## src/rtl/spi_pkg.sv

```systemverilog
// Shared constants and bit-order helpers for the SPI slave.
package spi_pkg;

  typedef logic [1:0] state_t;

  localparam state_t ST_IDLE  = 2'd0;
  localparam state_t ST_LOAD  = 2'd1;
  localparam state_t ST_SHIFT = 2'd2;

  localparam logic [7:0] IDLE_FILL   = 8'hFF;
  localparam int         SYNC_STAGES = 2;

  function automatic logic first_bit(input logic [7:0] b, input logic msb);
    return msb ? b[7] : b[0];
  endfunction

  // Vacated positions fill with 1 so a short shift never drives stale data.
  function automatic logic [7:0] tx_shift(input logic [7:0] b, input logic msb);
    return msb ? {b[6:0], 1'b1} : {1'b1, b[7:1]};
  endfunction

  function automatic logic [7:0] rx_shift(input logic [7:0] b, input logic d, input logic msb);
    return msb ? {b[6:0], d} : {d, b[7:1]};
  endfunction

endpackage

```

## src/rtl/spi_sync.sv

```systemverilog
// Multi-flop synchronizer for one asynchronous input, with a selectable reset level.
module spi_sync
  import spi_pkg::*;
#(
  parameter logic RST_VAL = 1'b0,
  parameter int   STAGES  = SYNC_STAGES
) (
  input  logic clk,
  input  logic rst,
  input  logic d,
  output logic q
);

  logic [STAGES-1:0] r;

  always_ff @(posedge clk or posedge rst) begin
    if (rst) r <= {STAGES{RST_VAL}};
    else     r <= {r[STAGES-2:0], d};
  end

  assign q = r[STAGES-1];

endmodule

```

## src/rtl/spi_slave.sv

```systemverilog
// SPI mode-0 slave, oversampled by clk, with a one-byte transmit holding register.
// state    | meaning
// ST_IDLE  | ss high, dout parked at 1
// ST_LOAD  | one cycle: holding register -> tx shifter, first bit onto dout
// ST_SHIFT | receiving/transmitting bits on sck edges
module spi_slave
  import spi_pkg::*;
(
  input  logic       clk,
  input  logic       rst,
  input  logic       mlb,
  input  logic       ss,
  input  logic       sck,
  input  logic       din,
  output logic       dout,
  input  logic [7:0] tdat,
  input  logic       tload,
  output logic       tready,
  output logic [7:0] rdata,
  output logic       rvalid,
  output logic       underrun
);

  logic ss_s, sck_s, din_s;
  logic ss_q, sck_q;
  logic ss_fall, ss_rise, sck_rise, sck_fall;

  spi_sync #(.RST_VAL(1'b1)) u_sync_ss  (.clk(clk), .rst(rst), .d(ss),  .q(ss_s));
  spi_sync #(.RST_VAL(1'b0)) u_sync_sck (.clk(clk), .rst(rst), .d(sck), .q(sck_s));
  spi_sync #(.RST_VAL(1'b1)) u_sync_din (.clk(clk), .rst(rst), .d(din), .q(din_s));

  always_ff @(posedge clk or posedge rst) begin
    if (rst) begin
      ss_q  <= 1'b1;
      sck_q <= 1'b0;
    end else begin
      ss_q  <= ss_s;
      sck_q <= sck_s;
    end
  end

  assign ss_fall  =  ss_q  & ~ss_s;
  assign ss_rise  = ~ss_q  &  ss_s;
  assign sck_rise = ~sck_q &  sck_s;
  assign sck_fall =  sck_q & ~sck_s;

  state_t     state;
  logic       mlb_q;
  logic [7:0] hold, tx, rx;
  logic [3:0] cnt;
  logic       load_xfer, tload_ok;
  logic [7:0] load_src, tx_nxt;

  // A LOAD that empties the holding register may be refilled in the same cycle.
  assign load_xfer = (state == ST_LOAD) && !ss_rise && !tready;
  assign tload_ok  = tload && (tready || load_xfer);
  assign load_src  = tready ? IDLE_FILL : hold;
  assign tx_nxt    = tx_shift(tx, mlb_q);

  always_ff @(posedge clk or posedge rst) begin
    if (rst) begin
      hold   <= IDLE_FILL;
      tready <= 1'b1;
    end else if (tload_ok) begin
      hold   <= tdat;
      tready <= 1'b0;
    end else if (load_xfer) begin
      tready <= 1'b1;
    end
  end

  always_ff @(posedge clk or posedge rst) begin
    if (rst) begin
      state    <= ST_IDLE;
      mlb_q    <= 1'b0;
      tx       <= IDLE_FILL;
      rx       <= IDLE_FILL;
      cnt      <= 4'd0;
      dout     <= 1'b1;
      rdata    <= 8'h00;
      rvalid   <= 1'b0;
      underrun <= 1'b0;
    end else begin
      rvalid   <= 1'b0;
      underrun <= 1'b0;
      if (ss_rise) begin
        state <= ST_IDLE;
        dout  <= 1'b1;
        cnt   <= 4'd0;
        tx    <= IDLE_FILL;
        rx    <= IDLE_FILL;
      end else begin
        case (state)
          ST_IDLE: begin
            if (ss_fall) begin
              mlb_q <= mlb;
              state <= ST_LOAD;
            end
          end
          ST_LOAD: begin
            tx       <= load_src;
            dout     <= first_bit(load_src, mlb_q);
            underrun <= tready;
            state    <= ST_SHIFT;
          end
          ST_SHIFT: begin
            if (cnt == 4'd8) begin
              rdata  <= rx;
              rvalid <= 1'b1;
              cnt    <= 4'd0;
            end else if (sck_rise) begin
              rx  <= rx_shift(rx, din_s, mlb_q);
              cnt <= cnt + 4'd1;
            end else if (sck_fall) begin
              // A fall with the counter cleared follows a completed byte.
              if (cnt == 4'd0) begin
                state <= ST_LOAD;
              end else begin
                tx   <= tx_nxt;
                dout <= first_bit(tx_nxt, mlb_q);
              end
            end
          end
          default: state <= ST_IDLE;
        endcase
      end
    end
  end

endmodule

```

## config.mk

```make
export PLATFORM = sky130hd
export DESIGN_NAME = spi_slave
export DESIGN_NICKNAME = d
export VERILOG_FILES = /design/src/rtl/spi_pkg.sv /design/src/rtl/spi_sync.sv /design/src/rtl/spi_slave.sv
export SDC_FILE = /design/constraint.sdc
export NUM_CORES = 1
export LEC_CHECK = 0
export ABC_AREA = 1
export CAP_MARGIN = 10
export CORE_MARGIN = 3
export CORE_UTILIZATION = 38
export CTS_CLUSTER_DIAMETER = 200
export DETAILED_ROUTE_END_ITERATION = 12
export RECOVER_POWER = 25
export SYNTH_ARGS = -nofsm -noshare
export SYNTH_HDL_FRONTEND = slang
export SYNTH_SLANG_ARGS = --single-unit
```

## constraint.sdc

```tcl
create_clock -name clk -period 2.03 [get_ports clk]
set_input_delay 0.406 -clock clk [delete_from_list [all_inputs] [get_ports clk]]
set_output_delay 0.406 -clock clk [all_outputs]
set_load 0.005 [all_outputs]
```

==> impl_metrics.json, run 1 <==
{
  "wl_per_cell_um": 12.36,
  "whs_ns": 0.3595,
  "setup_viol": 0,
  "fin_worst_skew_ns": 0.009950,
  "status": "complete, no violations",
  "numClockSinks": 51,
  "netlist_instances": 286,
  "core_sq_mm": 0.006061,
  "critical-path-top-delay-family": "flip-flops",
  "cts_resized": 0,
  "die_y_um": 86.07,
  "hold_path_class": "register to register",
  "cts_tree": "done",
  "die_x_um": 86.07,
  "drive_gt1_share_pct": 18.55,
  "clkTransAtPathRegs_ns": 0.09,
  "final_hold_viol_count": 0,
  "powerDensity_mw_per_mm2": 1397,
  "layout.nets": 337,
  "grt_max_degree": 34,
  "syn-num-nets": 306,
  "worstSetupPathType": "register to output pin",
  "critPathBufInv": 1,
  "end_kind": "output pin",
  "synth_area_sq_mm": 0.002436,
  "place_area_sq_mm": 0.002803,
  "wl_um": 4857,
  "slew_headroom_pct": 55.47,
  "grt_overflow": 0,
  "yosysSeqAreaShare_pct": 53.98,
  "finalCriticalPeriod_ns": 1.776,
  "ir_worst_vdd_v": 0.0006774,
  "gp_congestion": 0.7398,
  "worstSkewPairLatency_ns": 0.31,
  "path_cells": "clkdlybuf4s50_1",
  "clock_path_buffers": 2,
  "cp.required_ns": 1.62,
  "cts_root_buf": "clkbuf_8",
  "cp_slowest_cell": "dfstp_2",
  "initial_core_util_pct": 40.19,
  "grt_usage_pct": 14.58,
  "layout_common_cells": "nand2_1 (82), o21ai_0 (48), dfstp_2 (30), nor2_1 (25), clkdlybuf4s50_1 (22)",
  "dp_hpwl_um": 3419,
  "stdcell_count": 393,
  "leakage_uw": 0.001335,
  "start_kind": "register",
  "ys_types": 25,
  "firstDrtPassIters": 4,
  "io_buffer_count": 26,
  "syn_avg_cell_area_sq_um": 8.518,
  "ant_nets": 0,
  "worstMarginPinSlew_ns": 0.6672,
  "route.vias.total": 1912,
  "grt_pass1_wl_um": 8631,
  "min_period_over_period_pct": 87.47,
  "drtIter0Drc": 37,
  "arrival_ns": 1.37,
  "areaGrowthSynthToFinish_pct": 19.16,
  "cp_max_fo": 4,
  "fmaxAchievable_mhz": 563.1,
  "ios": 27,
  "maxSlewViolCount": 0,
  "place_inst": 385,
  "grt_pass1_vias": 1848,
  "synth_seq_cells": 51,
  "via_per_inst": 4.865,
  "hold_buffers": 0,
  "dieArea_sq_mm": 0.007407,
  "post-cts-setup-buffers": 0,
  "drc": 0,
  "tns_ns": 0,
  "htreeDepth": 2,
  "yosys_warnings": 0,
  "num_rows": 28,
  "maxCapViolations": 0,
  "antenna_found_initial": 0,
  "n_fill_cell": 624,
  "design_area_sq_mm": 0.002903,
  "numCtsBuffers": 5,
  "layout_commonest_cell": "nand2_1",
  "crit_path_max_incr_delay_ns": 0.57,
  "rsz0062_at_grt": "false",
  "n_antenna_cell": 0
}
[kinds of logic (layout without fill, tap and decap cells)]
group | after synthesis | after routing | share of synthesized area, %
compound gates | 61 | 61 | 12.89
simple gates | 136 | 136 | 24.45
flops | 51 | 51 | 53.98
xor+xnor | 2 | 2 | 0.7192
fa+ha+maj | 5 | 5 | 2.568
buf+inv | 31 | 63 | 5.392
[per-stage QoR]
| stage | setup WS [ns] | power, uW | util, % |
|---|---|---|---|
| CTS | 0.2072 | 4123 | 48.10 |
| floorplan | 0.4458 | 2887 | - |
| finish | 0.2543 | 4055 | 47.89 |
| global route | 0.1167 | 4456 | 47.89 |
| detailed placement | 0.2179 | 3381 | 46.24 |
| global placement | 0.3034 | 3337 | 46.24 |
[metal layers]
| metal | wire (um) | part of all wire (%) | vias up | global-route usage [%] |
|---|---|---|---|---|
| met3 | 216 | 4.4 | 6 | 3.266 |
| met4 | 78 | 1.6 | 0 | 5.180 |
| met2 | 2289 | 47 | 37 | 24.25 |
| met5 | 0 | 0 | - | 0 |
| met1 | 2272 | 47 | 891 | 18.58 |
| li1 | - | - | 978 | - |
[final timing paths]
| check | start | end | slack [ns] | depth (start not counted) |
|---|---|---|---|---|
| worst max-delay path | tready | tready | 0.25 | 1 |
| worst min-delay path | u_sync_sck.r[0] | u_sync_sck.r[1] | 0.36 | 0 |
| worst max register to register | ss_q | rdata[1] | 0.26 | 7 |
| worst min register to register | u_sync_sck.r[0] | u_sync_sck.r[1] | 0.36 | 0 |
| max in group asynchronous | rst | hold[0] | 0.41 | 3 |
| min in group asynchronous | rst | rdata[5] | 0.63 | 2 |
[final cells by class]
type | count | area [sq um] | share of cell area (%)
sequential | 51 | 1315 | 45.30
multi-input combinational | 204 | 989.7 | 34.09
timing repair buffer | 32 | 305.3 | 10.52
tap | 75 | 93.84 | 3.233
inverter | 23 | 86.33 | 2.974
clock buffer | 5 | 68.82 | 2.371
clock inverter | 3 | 43.79 | 1.509
[report_power, final]
part | switching (uW) | internal [uW] | total (uW)
combinational | 920 | 608 | 1530
clock | 341 | 367 | 708
sequential | 255 | 1560 | 1820
[sequential cells by signal (all words and copies together) (netlist names), 2 cells and up]
signal	flops
rdata	8
hold	8
tx	8
u_sync_ss.r	2
state	2
cnt	4
rx	8
u_sync_sck.r	2
u_sync_din.r	2
[cell usage after synthesis]
cell,instances,area (sq um)
o211ai_1,2,15.01
nand2_2,4,25.02
dfrtp_1,20,500.5
nand3_1,16,80.08
o21ai_0,48,240.2
inv_1,20,75.07
dfstp_2,31,814.5
nor2_2,1,6.260
inv_2,3,11.26
buf_4,2,15.01
clkbuf_1,4,15.01
nor3_1,1,5.000
xnor2_1,2,17.52
o21ai_2,1,8.760
nand2_1,82,307.8
nand2_4,1,11.26
a21oi_1,10,50.05
buf_1,1,3.750
nor2_1,25,93.84
nand4_1,1,6.260
buf_6,1,11.26
ha_1,5,62.56
nand3_4,1,17.52
nand3_2,2,20.02
nor2_4,2,22.52
(Power assumes the default switching activity.)
==> run 2: changes to the inputs <==
CORE_UTILIZATION = 60   (was 38)
PLACE_DENSITY_LB_ADDON = 0.1   (was default)
clock period = 2.2 ns   (was 2.03 ns; I/O delays follow)
==> run 2 against run 1 <==
Compared with the run above: clock-buffer cell count up 2; non-clock buffer count fell by 4; sequential share of layout area up 1.2 points; combinational power fell by 6%; global-route usage is 7.2 points higher; largest power group unchanged; wire length decreased by 0.76%; die area shrank 34%; first-iteration DRC count rose to 5.2 times the previous value; cell count decreased by 7.9%; sequential cell count is the same; clock power down 24%; worst setup slack better by 0.035 ns.
==> impl_metrics.json, run 2 (same netlist as run 1, synthesis figures left out) <==
{
  "drtIter0Drc": 193,
  "cp_max_fo": 15,
  "min_period_over_period_pct": 86.83,
  "finalCriticalPeriod_ns": 1.910,
  "drc": 0,
  "fin_total_pwr_uw": 3662,
  "route.vias.total": 1972,
  "cp_slowest_cell": "dfstp_2",
  "numClockSinks": 51,
  "n_antenna_cell": 0,
  "hold_buffers": 0,
  "fmaxAchievable_mhz": 523.5,
  "firstDrtPassIters": 4,
  "areaGrowthSynthToFinish_pct": 16.18,
  "r2r_setup_slack_ns": 0.29,
  "setup_viol": 0,
  "cp.required_ns": 2.42,
  "hold_path_class": "register to register",
  "grt_max_degree": 31,
  "worstMarginPinSlew_ns": 0.8431,
  "cts_resized": 0,
  "fin_worst_skew_ns": 0.01169,
  "htreeDepth": 2,
  "grt_pass1_wl_um": 8473,
  "slew_headroom_pct": 43.73,
  "maxCapViolations": 0,
  "num_rows": 22,
  "start_kind": "register",
  "maxSlewViolCount": 0,
  "grt_usage_pct": 21.73,
  "dp_hpwl_um": 3510,
  "die_y_um": 69.72,
  "via_per_inst": 5.448,
  "cts_tree": "done",
  "powerDensity_mw_per_mm2": 1294,
  "ios": 27,
  "core_sq_mm": 0.003799,
  "io_buffer_count": 26,
  "tns_ns": 0,
  "drive_gt1_share_pct": 17.20,
  "path_cells": "inv_1 -> ha_1 -> inv_2 -> nand3_2 -> nor2_4 -> nor2_1 -> a21oi_1",
  "clock_path_buffers": 2,
  "layout_commonest_cell": "nand2_1",
  "arrival_ns": 2.13,
  "wl_per_cell_um": 13.31,
  "final_hold_viol_count": 0,
  "numCtsBuffers": 5,
  "startpoint": "ss_q",
  "gp_congestion": 0.8576,
  "rsz0062_at_grt": "false",
  "crit_path_end": "rdata[1]",
  "end_kind": "register",
  "worstSetupPathType": "register to register",
  "grt_overflow": 0,
  "grt_pass1_vias": 1823,
  "reg2reg_from": "ss_q",
  "post-cts-setup-buffers": 0,
  "cts_root_buf": "clkbuf_8",
  "clkTransAtPathRegs_ns": 0.08,
  "wl_um": 4820,
  "critPathBufInv": 2,
  "antenna_found_initial": 0,
  "path_depth": 7,
  "n_fill_cell": 301,
  "dieArea_sq_mm": 0.004861,
  "layout_common_cells": "nand2_1 (82), o21ai_0 (48), dfstp_2 (30), nor2_1 (25), clkdlybuf4s50_1 (22)",
  "reg2reg_depth": 7,
  "r2r_end": "rdata[1]",
  "worstSkewPairLatency_ns": 0.30,
  "leakage_uw": 0.001310,
  "ir_worst_vdd_v": 0.0006974,
  "critical-path-top-delay-family": "simple AND/OR/NAND/NOR gates",
  "status": "complete, no violations",
  "layout.nets": 333,
  "initial_core_util_pct": 64.13,
  "ant_nets": 0,
  "die_x_um": 69.72,
  "crit_path_max_incr_delay_ns": 0.54
}
run 2: layer usage:
metal	share of wire (%)	wire length (um)	GRT usage, %
met3	6.1	296	4.203
met2	48	2318	34.00
met5	0	0	0
met4	2.4	117	8.723
met1	43	2087	29.81
run 2: worst min-delay path by stage:
stage / end / startpoint / cells after the start
after global routing: u_sync_sck.r[1] / u_sync_sck.r[0] / 0
after global placement: u_sync_sck.r[1] / u_sync_sck.r[0] / 0
final: u_sync_sck.r[1] / u_sync_sck.r[0] / 0
after detailed placement: u_sync_sck.r[1] / u_sync_sck.r[0] / 0
after CTS: u_sync_sck.r[1] / u_sync_sck.r[0] / 0
after floorplan: u_sync_sck.r[1] / u_sync_sck.r[0] / 0
run 2: cell type report:
class	count	area (sq um)	share of cell area [%]
Tap cell	48	60.06	2.122
Multi-Input combinational cell	204	989.7	34.97
Clock inverter	1	5.005	0.1768
Sequential cell	51	1315	46.46
Inverter	23	86.33	3.050
Timing Repair Buffer	28	287.8	10.17
Clock buffer	7	86.33	3.050
run 2: worst reg2reg max path: cells and delay by family (launching register included):
family	cells	cell delay [ns]
and+or+nand+nor	3	0.60
DFF	1	0.54
adders and majority gates	1	0.31
buffers and inverters	2	0.25
AOI/OAI and AO/OA	1	0.14
run 2: power breakdown:
group	switching [uW]	internal [uW]	total, uW
sequential	237	1440	1680
clock	284	254	538
combinational	891	552	1440
total	1410	2250	3660
run 2: per-stage QoR:
stage | area (sq um) | setup WS [ns] | util, % | instances | hold WS, ns
2_1_floorplan | 2436 | 0.5818 | - | 286 | 0.3312
3_3_place_gp | 2739 | 0.3970 | 72.10 | 354 | 0.3324
3_5_place_dp | 2739 | 0.3164 | 72.10 | 354 | 0.3347
4_1_cts | 2830 | 0.2886 | 74.51 | 362 | 0.3543
5_1_grt | 2830 | 0.09919 | 74.51 | 362 | 0.3634
6_report | 2830 | 0.2896 | 74.51 | 362 | 0.3531
==> run 3: changes to the inputs <==
ABC_CLOCK_PERIOD_IN_PS = 2200   (was default)
CORE_ASPECT_RATIO = 0.8   (was default)
==> run 3 against run 2 <==
Compared with the run above: cell count is 2.5% higher; combinational power hardly changed; register-to-register slack worse by 0.05 ns; wire length is 2.6% higher; sequential power hardly changed; critical path depth stayed put; worst setup slack worse by 0.050 ns; via count is 0.10% higher; sequential share of layout area is 0.57 points lower; power is 3.6% higher; critical path type unchanged; largest power group unchanged; highest routed layer unchanged.
==> impl_metrics.json, run 3 (same netlist as run 1, synthesis figures left out) <==
{
  "finalCriticalPeriod_ns": 1.960,
  "end_kind": "register",
  "met2RoutedLength_um": 2319,
  "worstSkewPairLatency_ns": 0.30,
  "fin_worst_skew_ns": 0.005297,
  "layout.nets": 335,
  "grt_overflow": 0,
  "min_period_over_period_pct": 89.09,
  "io_buffer_count": 26,
  "grt_pass1_wl_um": 8742,
  "dp_hpwl_um": 3547,
  "worstMarginPinSlew_ns": 0.6112,
  "rsz0062_at_grt": "false",
  "leakage_uw": 0.001328,
  "pre_cts_ws_ns": 0.2903,
  "post-cts-setup-buffers": 0,
  "firstDrtPassIters": 4,
  "initial_core_util_pct": 63.21,
  "core_sq_mm": 0.003854,
  "reg2reg_from": "ss_q",
  "start_kind": "register",
  "drc": 0,
  "wl_per_cell_um": 13.33,
  "crit_path_max_incr_delay_ns": 0.55,
  "cts_root_buf": "clkbuf_8",
  "r2r_end": "rdata[1]",
  "route.vias.total": 1974,
  "layout_commonest_cell": "nand2_1",
  "dieArea_sq_mm": 0.004865,
  "grt_max_degree": 26,
  "grt_usage_pct": 22.32,
  "drtIter0Drc": 187,
  "die_y_um": 62.99,
  "crit_path_end": "rdata[1]",
  "maxSlewViolCount": 0,
  "numClockSinks": 51,
  "worstSetupPathType": "register to register",
  "fmaxAchievable_mhz": 510.2,
  "startpoint": "ss_q",
  "cp_slowest_cell": "dfstp_2",
  "die_x_um": 77.24,
  "htreeDepth": 2,
  "hold_path_class": "register to register",
  "slew_headroom_pct": 59.26,
  "tns_ns": 0,
  "cts_resized": 0,
  "areaGrowthSynthToFinish_pct": 17.62,
  "n_antenna_cell": 0,
  "path_cells": "inv_1 -> ha_1 -> inv_2 -> nand3_2 -> nor2_4 -> nor2_1 -> a21oi_1",
  "cts_tree": "done",
  "ant_nets": 0,
  "final_hold_viol_count": 0,
  "worst_slack_ns": 0.2400,
  "via_per_inst": 5.321,
  "powerDensity_mw_per_mm2": 1324,
  "numCtsBuffers": 5,
  "ios": 27,
  "cp.required_ns": 2.42,
  "top_layer_used": "met4",
  "grt_pass1_vias": 1916,
  "arrival_ns": 2.18,
  "maxCapViolations": 0,
  "r2r_setup_slack_ns": 0.24,
  "wl_um": 4946,
  "clock_path_buffers": 2,
  "clkTransAtPathRegs_ns": 0.08,
  "drive_gt1_share_pct": 18.35,
  "wl_met3_um": 250,
  "layout_common_cells": "nand2_1 (82), o21ai_0 (48), dfstp_2 (31), nor2_1 (25), clkdlybuf4s50_1 (22)",
  "wl_met1_um": 2352,
  "setup_viol": 0,
  "reg2reg_depth": 7,
  "num_rows": 20,
  "antenna_found_initial": 0,
  "hold_buffers": 0,
  "gp_congestion": 0.8541,
  "status": "complete, no violations",
  "cp_max_fo": 15,
  "ir_worst_vdd_v": 0.0007727
}
==> run 3: cell types whose count changed in the layout (fill, tap and decap cells not counted), sizes merged <==
cell	change
bufinv	+1
buf	+1
==> run 3: layout make-up <==
| cell class | count | area [sq um] |
|---|---|---|
| Clock buffer | 6 | 82.58 |
| Clock inverter | 2 | 35.03 |
| Fill cell | 308 | 988.4 |
| Inverter | 23 | 86.33 |
| Multi-Input combinational cell | 204 | 989.7 |
| Sequential cell | 51 | 1315 |
| Tap cell | 55 | 68.82 |
| Timing Repair Buffer | 30 | 287.8 |
==> run 3: metal layers <==
| layer | up-vias | GRT usage (%) |
|---|---|---|
| li1 | 979 | - |
| met1 | 928 | 32.00 |
| met2 | 63 | 35.67 |
| met3 | 4 | 4.323 |
| met4 | 0 | 4.444 |
| met5 | - | 0 |
==> run 3: critical path: cells and delay by family (launching register included) <==
| kind | cells | cell delay (ns) |
|---|---|---|
| compound gates | 1 | 0.13 |
| buf+inv | 2 | 0.26 |
| simple gates | 3 | 0.62 |
| fa+ha+maj | 1 | 0.33 |
| flops | 1 | 0.55 |
==> run 3: worst min path at each step <==
| stage | from | endpoint | slack [ns] | depth (start not counted) |
|---|---|---|---|---|
| final | u_sync_din.r[0] | u_sync_din.r[1] | 0.36 | 0 |
| after global routing | u_sync_ss.r[0] | u_sync_ss.r[1] | 0.36 | 0 |
| after CTS | u_sync_ss.r[0] | u_sync_ss.r[1] | 0.36 | 0 |
| after global placement | u_sync_sck.r[0] | u_sync_sck.r[1] | 0.33 | 0 |
| after detailed placement | u_sync_sck.r[0] | u_sync_sck.r[1] | 0.34 | 0 |
| after floorplan | u_sync_sck.r[0] | u_sync_sck.r[1] | 0.33 | 0 |
==> run 3: through the flow <==
stage | total power [uW] | instances | util [%] | hold WS, ns | area (sq um)
floorplan | 2664 | 286 | - | 0.3312 | 2436
global placement | 3062 | 363 | 71.69 | 0.3338 | 2763
detailed placement | 3126 | 363 | 71.69 | 0.3435 | 2763
CTS | 3797 | 371 | 74.74 | 0.3585 | 2880
global route | 4107 | 371 | 74.35 | 0.3645 | 2865
finish | 3793 | 371 | 74.35 | 0.3614 | 2865
==> run 3: power by group <==
part	total [uW]	leakage [uW]	switching [uW]	internal, uW
Clock	663	0.0000612	295	368
Combinational	1440	0.000679	886	559
Sequential	1690	0.000588	241	1440
==> edit 1 (flow settings as in run 3) <==
`SYNC_STAGES`: 2 -> 4.
--- a/src/rtl/spi_pkg.sv
+++ b/src/rtl/spi_pkg.sv
@@ -10,3 +10,3 @@
   localparam logic [7:0] IDLE_FILL   = 8'hFF;
-  localparam int         SYNC_STAGES = 2;
+  localparam int         SYNC_STAGES = 4;
 
Function: changed (a bounded check fails within 10 cycles, from zero or initial values and one cycle with rst high).
==> edit 1 against run 3 <==
- area after synthesis up 8.2%
- hold slack got worse by 0.013 ns
- register-to-register slack better by 0.07 ns
- first-iteration DRC count down 22%
- sequential cell count rose by 6
- cell area grew 8.6%
- maximum frequency increased by 1.8%
- routed wire length increased by 3.2%
- clock skew grew 0.00072 ns
- total power grew 6.9%
- setup slack better by 0.036 ns
- largest cell class unchanged
- largest power group unchanged
==> edit 1: results (changes against run 3) <==
Unique masters post-synth=27 (+8.0%); Max-cap violations=0 (unchanged); Slew HR=0.137 (-0.455); sequential area share after synthesis=0.558 (+0.0181); FFs & Latches=57 (+12%); fin cells=382 (+3.0%); Max Freq=0.520 GHz (+1.8%); Leak=0.00150 uW (+13%); GRT Total Usage=0.232 (+0.00917); H-Tree Depth=3 (+1); CTS root buf=clkbuf_8; top cells by area, synth=dfstp_2, dfrtp_1, nand2_1; worst ir drop on vdd=1.01 mV (+31%); CTS resizes=0 (unchanged); post-synth top area share=0.349 (+0.0146); Num CTS Buffers=9 (+4); hold crit path type=register to register; dpl cells=366 (+0.83%); clock skew=0.00601 ns (+0.000718 ns); GRT met3 Usage=0.0740 (+0.0307); ys flop type=dfstp_2; area grow syn2layout=18.1%; Critical Path Slowest Stage Cell=dfstp_2; fraction of layout cells with a size suffix above 1=0.214 (+0.0305); wire length of the first global-routing pass=9.19 mm (+5.1%); postcts setup bufs=0 (unchanged); Max stage delay on crit path=0.62 ns (+0.07 ns); Top delay family on crit path=flip-flops; met2 usage=0.346 (-0.0106); Post-Syn Instances=290 (+1.4%); Clk Latency, worst-skew pair=0.34 ns (+0.04 ns); met1 Use GR=0.312 (-0.00812); bufs w/o clock=29 (-3.3%); Layout Nets=342 (+2.1%); Routability Congestion=0.789 (-7.6%); fill count=269 (-13%); ClkCell Share=0.0567 (+0.0156); total number of vias=2023 (+2.5%); largest net degree at the start of global routing=58 (+120%); Clock buffer cells=13 (+7); Syn Nets=310 (+1.3%); crit path max fanout=10 (-5); sequential share of cell area=0.472 (+0.0135); clock-pin slew on the worst setup and hold paths=0.06 ns (-0.02 ns); Synth warnings=0 (unchanged); Placed Area=2950 um^2 (+6.8%); WP data arrival=1.48 ns (-0.70 ns); Multi-In Gates=196 (-3.9%); Non-clk invs=29 (+26%); 1st-pass router iterations=4 (unchanged); Cell Rows=20 (unchanged); Iter 0 DRT Violations=146 (-22%); final-layout non-clock buffer area share=0.0901 (-0.0104); multi-input combinational area share=0.324 (-0.0217); WL per Instance=13.4 um (+0.20%); clock buffer depth=2 (unchanged); status=finished clean; Final HPWL DP=3.46 mm (-2.4%); most instantiated cells after synthesis=nand2_1, dfstp_2, nor2_1
-- edit 1: cell count changes after synthesis, moves of 2 or more --
cell             run 3  this run
o21ai_1              0         2
o211ai_1             2        11
dfrtp_1             20        22
xnor2_1              2         0
a21oi_1             10        15
nand3_1             16        25
o211ai_2             0         2
inv_1               20        25
dfstp_2             31        35
nand2_1             82        74
nor2_1              25        29
o21ai_0             48        14
-- edit 1: power by group --
part | internal [uW] | switching (uW)
clock | 466 | 397
combinational | 562 | 853
sequential | 1510 | 263
-- edit 1: logic make-up (layout without fill, tap and decap cells) --
family | count (synthesis) | count (layout) | synth area share
xor+xnor | 1 | 1 | 0.00332
fa+ha+maj | 5 | 5 | 0.0237
flops | 57 | 57 | 0.558
compound gates | 48 | 48 | 0.115
buf+inv | 37 | 74 | 0.0598
simple gates | 142 | 142 | 0.240
-- edit 1: layer usage --
layer,part of all wire,routed length (um)
met1,0.46,2360
met4,0.018,93
met5,0,0
met2,0.46,2330
met3,0.063,320
-- edit 1: path summary, 6_finish.rpt --
path	slack (ns)	depth (start not counted)	from	endpoint
setup / recovery	0.28	1	tready	tready
hold / removal	0.35	0	u_sync_ss.r[1]	u_sync_ss.r[2]
setup reg to reg	0.31	10	ss_q	tx[6]
hold reg to reg	0.35	0	u_sync_ss.r[1]	u_sync_ss.r[2]
max in group asynchronous	0.45	3	rst	rdata[4]
min in group asynchronous	0.98	3	rst	mlb_q
-- edit 1: per-stage QoR --
step           worst slack (ns)  hold slack (ns)
6_report                  0.276            0.348
5_1_grt                   0.130            0.348
4_1_cts                   0.251            0.348
3_5_place_dp              0.327            0.336
3_3_place_gp              0.441            0.333
2_1_floorplan             0.418            0.331
==> edit 2 (settings of run 3) <==
Without the edit above. One comparison of `cnt` changes from == to >=.
--- a/src/rtl/spi_slave.sv
+++ b/src/rtl/spi_slave.sv
@@ -106,3 +106,3 @@
           ST_SHIFT: begin
-            if (cnt == 4'd8) begin
+            if (cnt >= 4'd8) begin
               rdata  <= rx;
Check against the original RTL: same outputs for any inputs over 10 cycles, from zero or initial values and one cycle with rst high; that may be too few to reach the edited logic, so the function may still have changed.
==> edit 2 against run 3 <==
- cell count fell by 4.6%
- cell area rose by 1.8%
- sequential cell count did not move
- routed wire length fell by 3.1%
- count of clock-buffer cells in the layout did not move
- total power fell by 6.2%
- register-to-register slack improved by 0.24 ns
- setup slack improved by 0.16 ns
- area after synthesis rose by 2.6%
==> edit 2: results (changes against run 3) <==
Clk Latency, worst-skew pair=0.30 ns (about the same); dpl cells=346 (-4.7%); ys async rst share=1.00 (unchanged); clock-pin slew on the worst setup and hold paths=0.09 ns; DR vias/cell=5.43 (+2.0%); setup violators final=0 (unchanged); fill count=302 (-1.9%); worst r2r dst=hold[6]; GRT Total Usage=0.213 (-0.00993); Synth warnings=0 (unchanged); ys flop type=dfstp_2; Hold Crit Endpoint=u_sync_din.r[1]; most instantiated cells after synthesis=nand2_1, dfstp_2, o21ai_0; top cells by area, synth=dfstp_2, dfrtp_1, nand2_1; 1st-pass router iterations=4 (unchanged); vias in the first global route=1793 (-6.4%); antenna violations before repair=0 (unchanged); WL per Instance=13.5 um (+1.6%); CTS root buf=clkbuf_8; Mapped Avg Cell Area=9.25 um^2 (+8.6%); Max stage delay on crit path=0.56 ns; worst-case reg-to-reg path depth=8 (+1); fraction of layout cells with a size suffix above 1=0.264 (+0.0807); I/O Buffers=26 (unchanged); Leak=0.00134 uW (+0.79%); CTS resizes=0 (unchanged); H-Tree Depth=2 (unchanged); origin of the critical flop-to-flop path=ss_q; WP data arrival=1.36 ns (-0.82 ns); Slew HR=0.530 (-0.0627); Syn Nets=289 (-5.6%); largest net degree at the start of global routing=35 (+35%); status=finished clean; Iter 0 DRT Violations=109 (-42%); Routability Congestion=0.840 (-1.6%); wire length of the first global-routing pass=8.27 mm (-5.4%); clock buffer depth=2 (unchanged); hold crit path type=register to register; post-synth top area share=0.326 (-0.00837); Critical Path Slowest Stage Cell=dfstp_2; clock skew=0.00509 ns (-0.000206 ns); Unique masters post-synth=26 (+4.0%); crit path max fanout=4 (-11); Hold Crit Start=u_sync_din.r[0]; postcts setup bufs=0 (unchanged); hold path cells=0 (unchanged); Num CTS Buffers=5 (unchanged); Antenna Cells=0 (unchanged); worst ir drop on vdd=0.643 mV (-17%); Top delay family on crit path=flip-flops; Layout Nets=317 (-5.4%); sequential area share after synthesis=0.526 (-0.0135); Final HPWL DP=3.50 mm (-1.3%); slack of the worst reg-to-reg path=0.48 ns (+0.24 ns); drt total wl=4.79 mm (-3.1%)
## edit 2: changes by cell type after synthesis, sizes merged, moves of 4 or more
cell    before  now
nand3       19   28
a21oi       10    6
nand2       87   71
nor2        28   14
inv         23   28
clkbuf       4    0
buf          4    8
o21ai       49   55
## edit 2: power breakdown
part | internal [uW] | leakage, uW | switching (uW)
Combinational | 456 | 0.000688 | 814
Clock | 368 | 0.0000612 | 301
Sequential | 1390 | 0.000589 | 225
Total | 2220 | 0.00134 | 1340
## edit 2: how the worst max path moves through the flow
stage,cells after the start,end,slack (ns),start
final,1,tready,0.40,tready
after global routing,8,hold[6],0.33,ss_q
after CTS,1,tready,0.38,tready
after detailed placement,8,hold[6],0.50,ss_q
after global placement,8,hold[4],0.60,ss_q
after floorplan,1,cnt[0],0.58,rst
## edit 2: kinds of logic after synthesis
family                     after synthesis  synth area share
and+or+nand+nor                        116             0.221
AOI/OAI and AO/OA                       62             0.161
DFF                                     51             0.526
buffers and inverters                   36            0.0676
adders and majority gates                4            0.0200
xor gates and xnor gates                 1           0.00351
## edit 2: cell type report
class,count,area (um^2),area share
tap,55,68.8,0.0236
multi-input combinational,183,1010,0.348
clock buffer,6,82.6,0.0283
timing repair buffer,29,295,0.101
sequential,51,1320,0.451
inverter,28,105,0.0360
clock inverter,2,35.0,0.0120
## edit 2: metal layers
layer / GRT usage / vias up / routed length [um]
li1: - / 945 / -
met1: 0.292 / 924 / 2240
met2: 0.337 / 44 / 2220
met3: 0.0514 / 8 / 265
met4: 0.0677 / 0 / 72
met5: 0 / - / 0
## edit 2: stage by stage
stage	total power, uW	utilization	setup slack, ns	hold WS, ns	instance area (um^2)
2_1_floorplan	2590	-	0.582	0.331	2500
3_3_place_gp	2850	0.717	0.596	0.332	2800
3_5_place_dp	2900	0.717	0.502	0.344	2800
4_1_cts	3580	0.747	0.383	0.360	2920
5_1_grt	3820	0.747	0.331	0.365	2920
6_report	3560	0.747	0.397	0.359	2920
